[src/rtl/cam_cfg_pkg.sv]
// Shared types and constants for the camera configuration sequencer.
// Table entries are {reg, val}; two reserved encodings drive control flow.
package cam_cfg_pkg;

  typedef enum logic [3:0] {
    ST_HOLD,
    ST_SETTLE,
    ST_FETCH,
    ST_DECODE,
    ST_ISSUE,
    ST_WAIT,
    ST_DELAY,
    ST_DONE,
    ST_FAIL
  } state_t;

  localparam logic [15:0] CFG_END      = 16'hFFFF;
  localparam logic [7:0]  CFG_DELAY_OP = 8'hF0;

  function automatic logic is_delay_entry(input logic [15:0] entry);
    return entry[15:8] == CFG_DELAY_OP;
  endfunction

endpackage

[src/rtl/cam_cfg_ms_timer.sv]
// Millisecond down-counter shared by the power-up phases and delay entries.
// Reset preloads RST_MS so the reset-hold phase times from the first cycle.
module cam_cfg_ms_timer #(
  parameter int         MS_CYC = 25_000,
  parameter logic [7:0] RST_MS = 8'd5
) (
  input  logic       clk,
  input  logic       reset_n,
  input  logic       load,
  input  logic [7:0] ms,
  output logic       expired
);

  localparam int            CW       = (MS_CYC > 1) ? $clog2(MS_CYC) : 1;
  localparam logic [CW-1:0] CYC_LAST = CW'(MS_CYC - 1);
  localparam logic [CW-1:0] CYC_ONE  = CW'(1);

  logic [7:0]    ms_left;
  logic [CW-1:0] cyc;
  logic          period_end;

  assign period_end = (cyc == CYC_LAST);
  // Fires on the final cycle of the final millisecond, so a phase of N ms
  // occupies exactly N*MS_CYC cycles in the requesting state.
  assign expired    = (ms_left == 8'd1) && period_end;

  always_ff @(posedge clk or negedge reset_n) begin
    if (!reset_n) begin
      ms_left <= RST_MS;
      cyc     <= '0;
    end else if (load) begin
      ms_left <= ms;
      cyc     <= '0;
    end else if (ms_left != 8'd0) begin
      if (period_end) begin
        cyc     <= '0;
        ms_left <= ms_left - 8'd1;
      end else begin
        cyc <= cyc + CYC_ONE;
      end
    end
  end

endmodule

[src/rtl/cam_cfg_sequencer.sv]
// Power-sequences an SCCB sensor, then replays a register table through a
// byte-write master with inline delays, NACK retry and on-demand re-runs.
module cam_cfg_sequencer
  import cam_cfg_pkg::*;
#(
  parameter int         CLK_HZ    = 25_000_000,
  parameter logic [7:0] DEV_ADDR  = 8'h42,
  parameter int         TABLE_AW  = 8,
  parameter int         MAX_RETRY = 3,
  parameter int         PWRUP_MS  = 5
) (
  input  logic                clk,
  input  logic                reset_n,
  input  logic                start,
  output logic [TABLE_AW-1:0] tbl_idx,
  input  logic [15:0]         tbl_data,
  output logic                wr_req,
  output logic [7:0]          wr_dev,
  output logic [7:0]          wr_reg,
  output logic [7:0]          wr_val,
  input  logic                wr_ready,
  input  logic                wr_done,
  input  logic                wr_nack,
  output logic                cam_reset_n,
  output logic                cam_pwdn,
  output logic                done,
  output logic                error,
  output logic [TABLE_AW-1:0] err_idx,
  output state_t              dbg_state
);

  localparam int                  MS_CYC   = CLK_HZ / 1000;
  localparam logic [7:0]          PWR_MS8  = 8'(PWRUP_MS);
  localparam logic [3:0]          RETRY_MX = 4'(MAX_RETRY);
  localparam logic [TABLE_AW-1:0] IDX_LAST = '1;

  state_t     state;
  logic [3:0] retry;
  logic       tmr_load;
  logic [7:0] tmr_ms;
  logic       tmr_exp;
  logic       is_last;

  assign wr_dev    = DEV_ADDR;
  assign cam_pwdn  = 1'b0;
  assign dbg_state = state;
  assign is_last   = (tbl_idx == IDX_LAST);

  always_comb begin
    tmr_load = 1'b0;
    tmr_ms   = PWR_MS8;
    if (state == ST_HOLD) begin
      tmr_load = tmr_exp;
    end else if (state == ST_DECODE && tbl_data != CFG_END &&
                 is_delay_entry(tbl_data) && tbl_data[7:0] != 8'd0) begin
      tmr_load = 1'b1;
      tmr_ms   = tbl_data[7:0];
    end
  end

  cam_cfg_ms_timer #(
    .MS_CYC (MS_CYC),
    .RST_MS (PWR_MS8)
  ) u_timer (
    .clk     (clk),
    .reset_n (reset_n),
    .load    (tmr_load),
    .ms      (tmr_ms),
    .expired (tmr_exp)
  );

  // Write handshake: a transfer happens on any clock where wr_req and
  // wr_ready are both high; wr_req drops on the next cycle and the fields
  // hold still from DECODE until then. wr_done/wr_nack count only in WAIT.
  always_ff @(posedge clk or negedge reset_n) begin
    if (!reset_n) begin
      state       <= ST_HOLD;
      tbl_idx     <= '0;
      wr_req      <= 1'b0;
      wr_reg      <= 8'd0;
      wr_val      <= 8'd0;
      cam_reset_n <= 1'b0;
      done        <= 1'b0;
      error       <= 1'b0;
      err_idx     <= '0;
      retry       <= 4'd0;
    end else begin
      case (state)
        ST_HOLD: if (tmr_exp) begin
          cam_reset_n <= 1'b1;
          state       <= ST_SETTLE;
        end
        ST_SETTLE: if (tmr_exp) begin
          tbl_idx <= '0;
          state   <= ST_FETCH;
        end
        ST_FETCH: state <= ST_DECODE;
        ST_DECODE: begin
          if (tbl_data == CFG_END) begin
            done  <= 1'b1;
            state <= ST_DONE;
          end else if (is_delay_entry(tbl_data)) begin
            // A zero-length delay advances straight away.
            if (tbl_data[7:0] != 8'd0) state <= ST_DELAY;
            else if (is_last) begin done <= 1'b1; state <= ST_DONE; end
            else begin tbl_idx <= tbl_idx + 1'b1; state <= ST_FETCH; end
          end else begin
            wr_reg <= tbl_data[15:8];
            wr_val <= tbl_data[7:0];
            retry  <= 4'd0;
            wr_req <= 1'b1;
            state  <= ST_ISSUE;
          end
        end
        ST_ISSUE: if (wr_ready) begin
          wr_req <= 1'b0;
          state  <= ST_WAIT;
        end
        ST_WAIT: if (wr_done) begin
          if (!wr_nack) begin
            if (is_last) begin done <= 1'b1; state <= ST_DONE; end
            else begin tbl_idx <= tbl_idx + 1'b1; state <= ST_FETCH; end
          end else if (retry < RETRY_MX) begin
            retry  <= retry + 4'd1;
            wr_req <= 1'b1;
            state  <= ST_ISSUE;
          end else begin
            err_idx <= tbl_idx;
            error   <= 1'b1;
            state   <= ST_FAIL;
          end
        end
        ST_DELAY: if (tmr_exp) begin
          if (is_last) begin done <= 1'b1; state <= ST_DONE; end
          else begin tbl_idx <= tbl_idx + 1'b1; state <= ST_FETCH; end
        end
        ST_DONE, ST_FAIL: if (start) begin
          done    <= 1'b0;
          error   <= 1'b0;
          err_idx <= '0;
          tbl_idx <= '0;
          state   <= ST_FETCH;
        end
        default: state <= ST_HOLD;
      endcase
    end
  end

endmodule

[config.mk]
export PLATFORM = sky130hd
export DESIGN_NAME = cam_cfg_sequencer
export DESIGN_NICKNAME = d
export VERILOG_FILES = /design/src/rtl/cam_cfg_pkg.sv /design/src/rtl/cam_cfg_ms_timer.sv /design/src/rtl/cam_cfg_sequencer.sv
export SDC_FILE = /design/constraint.sdc
export NUM_CORES = 1
export LEC_CHECK = 0
export ABC_CLOCK_PERIOD_IN_PS = 1900
export BUFFER_PORTS_ARGS = -buffer_cell sky130_fd_sc_hd__buf_2
export CELL_PAD_IN_SITES_DETAIL_PLACEMENT = 1
export CELL_PAD_IN_SITES_GLOBAL_PLACEMENT = 1
export CORE_MARGIN = 3
export CORE_UTILIZATION = 39
export DETAILED_ROUTE_END_ITERATION = 7
export GPL_TIMING_DRIVEN = 0
export HOLD_SLACK_MARGIN = 0.15
export PLACE_DENSITY = 0.78
export SYNTH_ARGS = -nofsm -noshare
export SYNTH_HDL_FRONTEND = slang
export SYNTH_SLANG_ARGS = --single-unit
[constraint.sdc]
create_clock -name clk -period 1.9 [get_ports clk]
set_input_delay 0.38 -clock clk [delete_from_list [all_inputs] [get_ports clk]]
set_output_delay 0.38 -clock clk [all_outputs]
set_load 0.01 [all_outputs]
==> metrics.md, run 1 <==
| Metric | Value |
|---|---|
| Pin count of the biggest net entering global routing | 68 |
| CP max-delay cell | dfrtp_2 |
| WHS Endpoint | wr_reg[5]$_DFFE_PN0P_ |
| Antenna Violating Nets Remaining | 0 |
| PnR worst setup slack | -0.415 ns |
| Clock root buffer | clkbuf_8 |
| Max Slew Vio Count | 0 |
| RSZ-0062 raised after global routing | true |
| Top cells by area, synth | dfrtp_1, mux2_2, nand3_1, nand2_1, o21ai_0 |
| Clk buf depth | 2 |
| Synth cell types | 75 |
| Die Width | 111 µm |
| Post-synth EDFFs | 0 |
| Synthesis warning total | 0 |
| CP arrival | 2.57 ns |
| Synth area leader | dfrtp_1 |
| Failing checks | setup timing |
| CTS tree | built |
| Largest Register | u_timer.cyc |
| Initial core utilization | 40.9% |
| Fmax | 0.432 GHz |
| Antenna diodes | 0 |
| Leakage | 2.80 nW |
| Critical-path maximum fanout | 10 |
| Core box area | 10,600 µm² |
| Wire per inst | between 20 and 30 µm |
| CP dominant cell by count | nand2_1 |
| DRC Markers | 0 |
| Top cell type's share of synthesized area | a little under two fifths |
| CTS H-Tree Depth | 3 |
| Status | finished, violations left |
| Ports | 71 |
| DR vias/cell | 6.44 |
| Post-Place Setup Slack | -0.764 ns |
| Final Core Density | 60.0% |
| CP startpoint kind | register |
| R2R Path End | dbg_state[2]$_DFFE_PN0P_ |
| CP peak stage delay | 0.49 ns |
| Post-layout min period | 2.31 ns |
| Final setup fails | 61 |
| # nets final | 630 |
| Tcrit/Tclk final | 122% |
| Post-detail-place hpwl | approximately 10000 µm |
| Avg Cell Area, Syn | 9.37 µm² |
| Syn Std Cell Area | about 4300 µm² |
| Layout Skew | 0.0147 ns |
| Die Span Y | 111 µm |
| Most frequently used flop master after synthesis | dfrtp_1 |
| Num CTS Buffers | 9 |
| Clock transition at the registers of the reported paths | 0.08 ns |
| Commonest cells in the netlist | dfrtp_1, nand2_1, nand3_1 |
| Grt total ovfl | 0 |
| Max Cap Viol | 0 |
| Clk sinks | 67 |
| Pwr/cell area | 431 nW/µm² |
| PortBufs | 61 |
| FF-to-FF path depth | 7 |
| Max FFs per register | 15 |
| Seq cells post-synth | 67 |
| Min-delay src | tbl_data[13] |
| Area grow syn2layout | 46.7% |
| CP Class | register to register |
| Worst Path Required | 2.15 ns |
| Slew HR | 55.9% |
| Initial antenna violation count | 0 |
| WHS | 0.266 ns |
| Gr usage total | 25.7% |
| Fin. Hold Viols | 0 |
| First-pass GRT wire length | 25,700 µm |
| Routability cong. | 0.910 |
| Worst Max-Slew Pin Slew | 0.659 ns |
| Initial DRC count | 382 |
| Fillers | 1,128 |
| Hold path cells | 2 |
| Wirelength, routed | 19,600 µm |
| Hold crit path type | input port to register |
| Critical R2R Launch | dbg_state[2]$_DFFE_PN0P_ |
| Mapped Cells | 461 |
| Register area share after synthesis | 38.9% |
| Die area | 12,400 µm² |
| Reg2reg setup slack | -0.41 ns |
| Router iterations before antenna repair | 5 |
| CP cell instances | buf_8 > buf_2 > nand2_1 > nor2_1 > o221ai_1 > nand2_1 > mux2_2 |
| Vias in the first global route | 4,644 |
| CP Capture Type | register |
| Vias | 4,788 |
| Share of cells above drive strength 1 | roughly 47% |
| Peak VDD IR | 429 µV |
| Fraction of registers with async set/reset | 100% |
| Most common cell in the netlist | dfrtp_1 |
| Clk_lat worst skew | between 0.3 and 0.4 ns |
| # rows | 37 |
-- per-stage QoR --
| step | TNS, ns | instance area, µm² | instances | power, W |
|---|---|---|---|---|
| after floorplan | -2.62 | 4550 | 468 | 0.00154 |
| after global placement | -25.07 | 5030 | 665 | 0.00163 |
| after detailed placement | -26.85 | 5060 | 666 | 0.00164 |
| after CTS | -5.08 | 5900 | 723 | 0.00269 |
| after global routing | -14.28 | 6340 | 743 | 0.00280 |
| final | -10.89 | 6340 | 743 | 0.00273 |
-- how the worst max path moves through the flow --
| stage | from | end | slack [ns] | cells after the start |
|---|---|---|---|---|
| after floorplan | dbg_state[0]$_DFFE_PN0P_ | u_timer.ms_left[3]$_DFFE_PN0P_ | -0.15 | 6 |
| after global placement | tbl_data[0] | tbl_idx[0]$_DFFE_PN0P_ | -0.71 | 6 |
| after detailed placement | tbl_data[0] | tbl_idx[0]$_DFFE_PN0P_ | -0.76 | 6 |
| after CTS | u_timer.ms_left[0]$_DFFE_PN1P_ | u_timer.ms_left[3]$_DFFE_PN0P_ | -0.19 | 8 |
| after global routing | u_timer.ms_left[1]$_DFFE_PN0P_ | dbg_state[1]$_DFFE_PN0P_ | -0.42 | 7 |
| final | dbg_state[2]$_DFFE_PN0P_ | dbg_state[2]$_DFFE_PN0P_ | -0.41 | 7 |
-- cell usage in the layout, fill, tap and decap left out, types with 6 or more instances in the layout --
cell and count:
a21oi_2 9, a31oi_1 6, and3_1 8, buf_2 63, buf_4 55, buf_6 22
clkbuf_1 6, clkbuf_8 9, conb_1 9, dfrtp_1 60, inv_1 13, mux2_4 18
mux2i_1 12, nand2_1 37, nand3_1 22, nand3_2 11, nand3b_1 11, nand4_1 17
nand4b_1 6, nor2_1 23, nor3_1 11, o211ai_1 9, o21ai_0 16, o21ai_1 7
-- kinds of logic after synthesis --
logic type | count (synthesis) | synth area share (%)
other cells | 2 | 0.174
mux | 33 | 8.26
flops | 67 | 38.9
compound gates | 100 | 16.3
buf+inv | 49 | 6.32
fa+ha+maj | 6 | 1.74
simple gates | 203 | 28.1
xor+xnor | 1 | 0.203
-- report_power, final --
part / internal [W] / switching (W)
logic: 0.0000759 / 0.000106
clock network: 0.000471 / 0.000619
registers: 0.00144 / 0.0000122
-- layout make-up --
type                       instances  area, µm²  share of cell area (%)
buffer                            31        302                    4.76
clock inverter                     3       15.0                   0.237
inverter                          15       56.3                   0.889
multi-input combinational        352       3000                    47.4
tap                              136        170                    2.69
timing repair buffer             126        965                    15.2
sequential                        67       1690                    26.6
clock buffer                      13        139                    2.19
-- routing by layer --
metal / GRT usage, % / up-vias / wire length, µm
met5: 0 / - / 0
met4: 8.27 / 0 / 803
met3: 5.51 / 76 / 1480
met2: 40.9 / 309 / 9580
met1: 34.9 / 2403 / 7710
li1: - / 2000 / -
-- worst max-delay path: cells and delay by family, from the launching register on --
family | cells | cell delay (ns)
buf+inv | 2 | 0.50
compound gates | 1 | 0.21
flops | 1 | 0.49
mux | 1 | 0.37
simple gates | 3 | 0.61
-- timing repair --
action,in CTS,in global routing
resized for setup,80,64
pin swaps,33,26
endpoints found under the setup margin,66,63
endpoints found under the hold margin,65,0
cloned,4,3
buffers inserted,38,21
hold buffers,1,0
Note: power is estimated with default switching activity, not from simulation.
==> run 2: changes to the inputs <==
--- a/config.mk
+++ b/config.mk
@@ -15,6 +15,7 @@
 export GPL_TIMING_DRIVEN = 0
 export HOLD_SLACK_MARGIN = 0.15
 export PLACE_DENSITY = 0.78
+export RECOVER_POWER = 100
 export SYNTH_ARGS = -nofsm -noshare
 export SYNTH_HDL_FRONTEND = slang
 export SYNTH_SLANG_ARGS = --single-unit
==> run 2 against run 1 <==
  * The run still ends with setup timing left
  * Power shrank 0.37%
  * Final area shrank 1.0%
  * Sequential power is essentially flat
  * Maximum frequency shrank 0.74%
  * Register-to-register slack lost 0.02 ns
  * Highest routed layer unchanged
==> metrics.md, run 2 (synthesis results as in run 1) <==
| Metric | Value |
|---|---|
| Status | finished, violations left |
| Failing checks | setup timing |
| Clock transition at the registers of the reported paths | roughly 0.08 ns |
| RSZ-0062 raised after global routing | true |
| Max Slew Vio Count | 0 |
| Die Span Y | about 110 µm |
| Clk sinks | 67 |
| Met1 wire length | 7630 µm |
| Routability cong. | 0.910 |
| Clk buf depth | 2 |
| Fmax | 0.429 GHz |
| Leakage | 2.68 nW |
| # nets final | 630 |
| Critical-path maximum fanout | 10 |
| Router iterations before antenna repair | 7 |
| Vias | 4,809 |
| Fin. Hold Viols | 0 |
| Commonest non-fill, non-tap cell in the layout | dfrtp_1 |
| # rows | 37 |
| Layout Skew | about 0.014 ns |
| Initial core utilization | 40.9% |
| Die area | 12,400 µm² |
| Max FFs per register | 15 |
| Wire per inst | 26.4 µm |
| CP startpoint kind | register |
| CP arrival | around 2.6 ns |
| Grt total ovfl | 0 |
| Worst Path Required | between 2 and 2.5 ns |
| Vias in the first global route | 4,644 |
| Clock root buffer | clkbuf_8 |
| Initial antenna violation count | 0 |
| Die Width | 111 µm |
| Clk_lat worst skew | between 0.3 and 0.4 ns |
| Design Power | about 0.0027 W |
| PnR worst setup slack | -0.432 ns |
| Antenna Violating Nets Remaining | 0 |
| Peak VDD IR | between 400 and 500 µV |
| Post-layout min period | about 2.3 ns |
| DR WL met2 | 9570 µm |
| Pwr/cell area | 433 nW/µm² |
| WHS | 0.268 ns |
| CP Capture Type | register |
| CTS H-Tree Depth | 3 |
| Gr usage total | between 20% and 30% |
| Max Cap Viol | 0 |
| DR vias/cell | 6.47 |
| Hold crit path type | input port to register |
| Max Used Layer | met4 |
| Leading cell types in the layout, fill and taps excluded | dfrtp_1, buf_4, clkbuf_1, nand2_1, buf_2 |
| WL met3 | 1540 µm |
| Wirelength, routed | 19,600 µm |
| Largest Register | u_timer.cyc |
| DRC Markers | 0 |
| Num CTS Buffers | 9 |
| Final setup fails | 64 |
| Area grow syn2layout | 45.2% |
| Ports | a little over 70 |
| Tcrit/Tclk final | 123% |
| PortBufs | 61 |
| Worst Max-Slew Pin Slew | 0.995 ns |
| Antenna diodes | 0 |
| Post-detail-place hpwl | 9770 µm |
| Slew HR | 33.7% |
| Final Core Density | 59.4% |
| Pin count of the biggest net entering global routing | 68 |
| Share of cells above drive strength 1 | 40.9% |
| CP Class | register to register |
| Initial DRC count | 389 |
| First-pass GRT wire length | 25,700 µm |
| CTS tree | built |
| Core box area | ~11,000 µm² |
-- run 2: cell types whose count changed in the layout (fill, tap and decap cells not counted), sizes merged --
| cell | delta |
|---|---|
| buf | -38 |
| clkbuf | +38 |
-- run 2: what timing repair did --
item / in CTS / in global routing
gates cloned: 4 / 3
pin swaps: 33 / 26
endpoints found under the setup margin: 66 / 63
setup buffers: 38 / 21
gates resized for setup: 80 / 64
hold buffers: 1 / 0
hold endpoints to repair: 65 / 0
-- run 2: critical path, stage by stage (launching register included) --
cell and delay [ns]:
dfrtp_2 0.49, buf_8 0.22, buf_2 0.30, nand2_1 0.17, nor2_1 0.28, o221ai_1 0.21
nand2_1 0.17, mux2_2 0.37
-- run 2: power by group --
part	switching [W]	leakage [nW]	internal (W)
clock	0.000620	0.0812	0.000471
combinational	0.000105	1.80	0.0000657
sequential	0.0000124	0.797	0.00144
-- run 2: worst paths after layout --
path,from,endpoint,slack [ns],cells after the start
worst min-delay path,tbl_data[15],wr_reg[7]$_DFFE_PN0P_,0.27,2
max in group asynchronous,reset_n,u_timer.ms_left[3]$_DFFE_PN0P_,0.37,3
worst max register to register,dbg_state[2]$_DFFE_PN0P_,dbg_state[2]$_DFFE_PN0P_,-0.43,7
worst max-delay path,dbg_state[2]$_DFFE_PN0P_,dbg_state[2]$_DFFE_PN0P_,-0.43,7
min in group asynchronous,reset_n,dbg_state[0]$_DFFE_PN0P_,0.83,3
worst min register to register,err_idx[5]$_DFFE_PN0P_,err_idx[5]$_DFFE_PN0P_,0.50,2
-- run 2: area by class of cell --
type	count	area, µm²
tap	136	170
clock inverter	3	15.0
multi-input combinational	352	3000
fill	1149	4290
sequential	67	1680
buffer	31	302
clock buffer	13	139
inverter	15	56.3
timing repair buffer	126	900
-- run 2: per-layer routing --
| metal | up-vias | GRT usage [%] |
|---|---|---|
| met5 | - | 0 |
| met4 | 0 | 8.27 |
| met3 | 83 | 5.51 |
| met2 | 302 | 40.9 |
| met1 | 2421 | 34.9 |
| li1 | 2003 | - |
-- run 2: metrics by stage --
stage / setup TNS, ns / std cells / cell area (µm²) / worst slack, ns
after detailed placement: -26.85 / 666 / 5060 / -0.764
after CTS: -5.08 / 723 / 5900 / -0.193
after global routing: -14.39 / 743 / 6270 / -0.419
after global placement: -25.07 / 665 / 5030 / -0.708
final: -11.34 / 743 / 6270 / -0.432
after floorplan: -2.62 / 468 / 4550 / -0.154
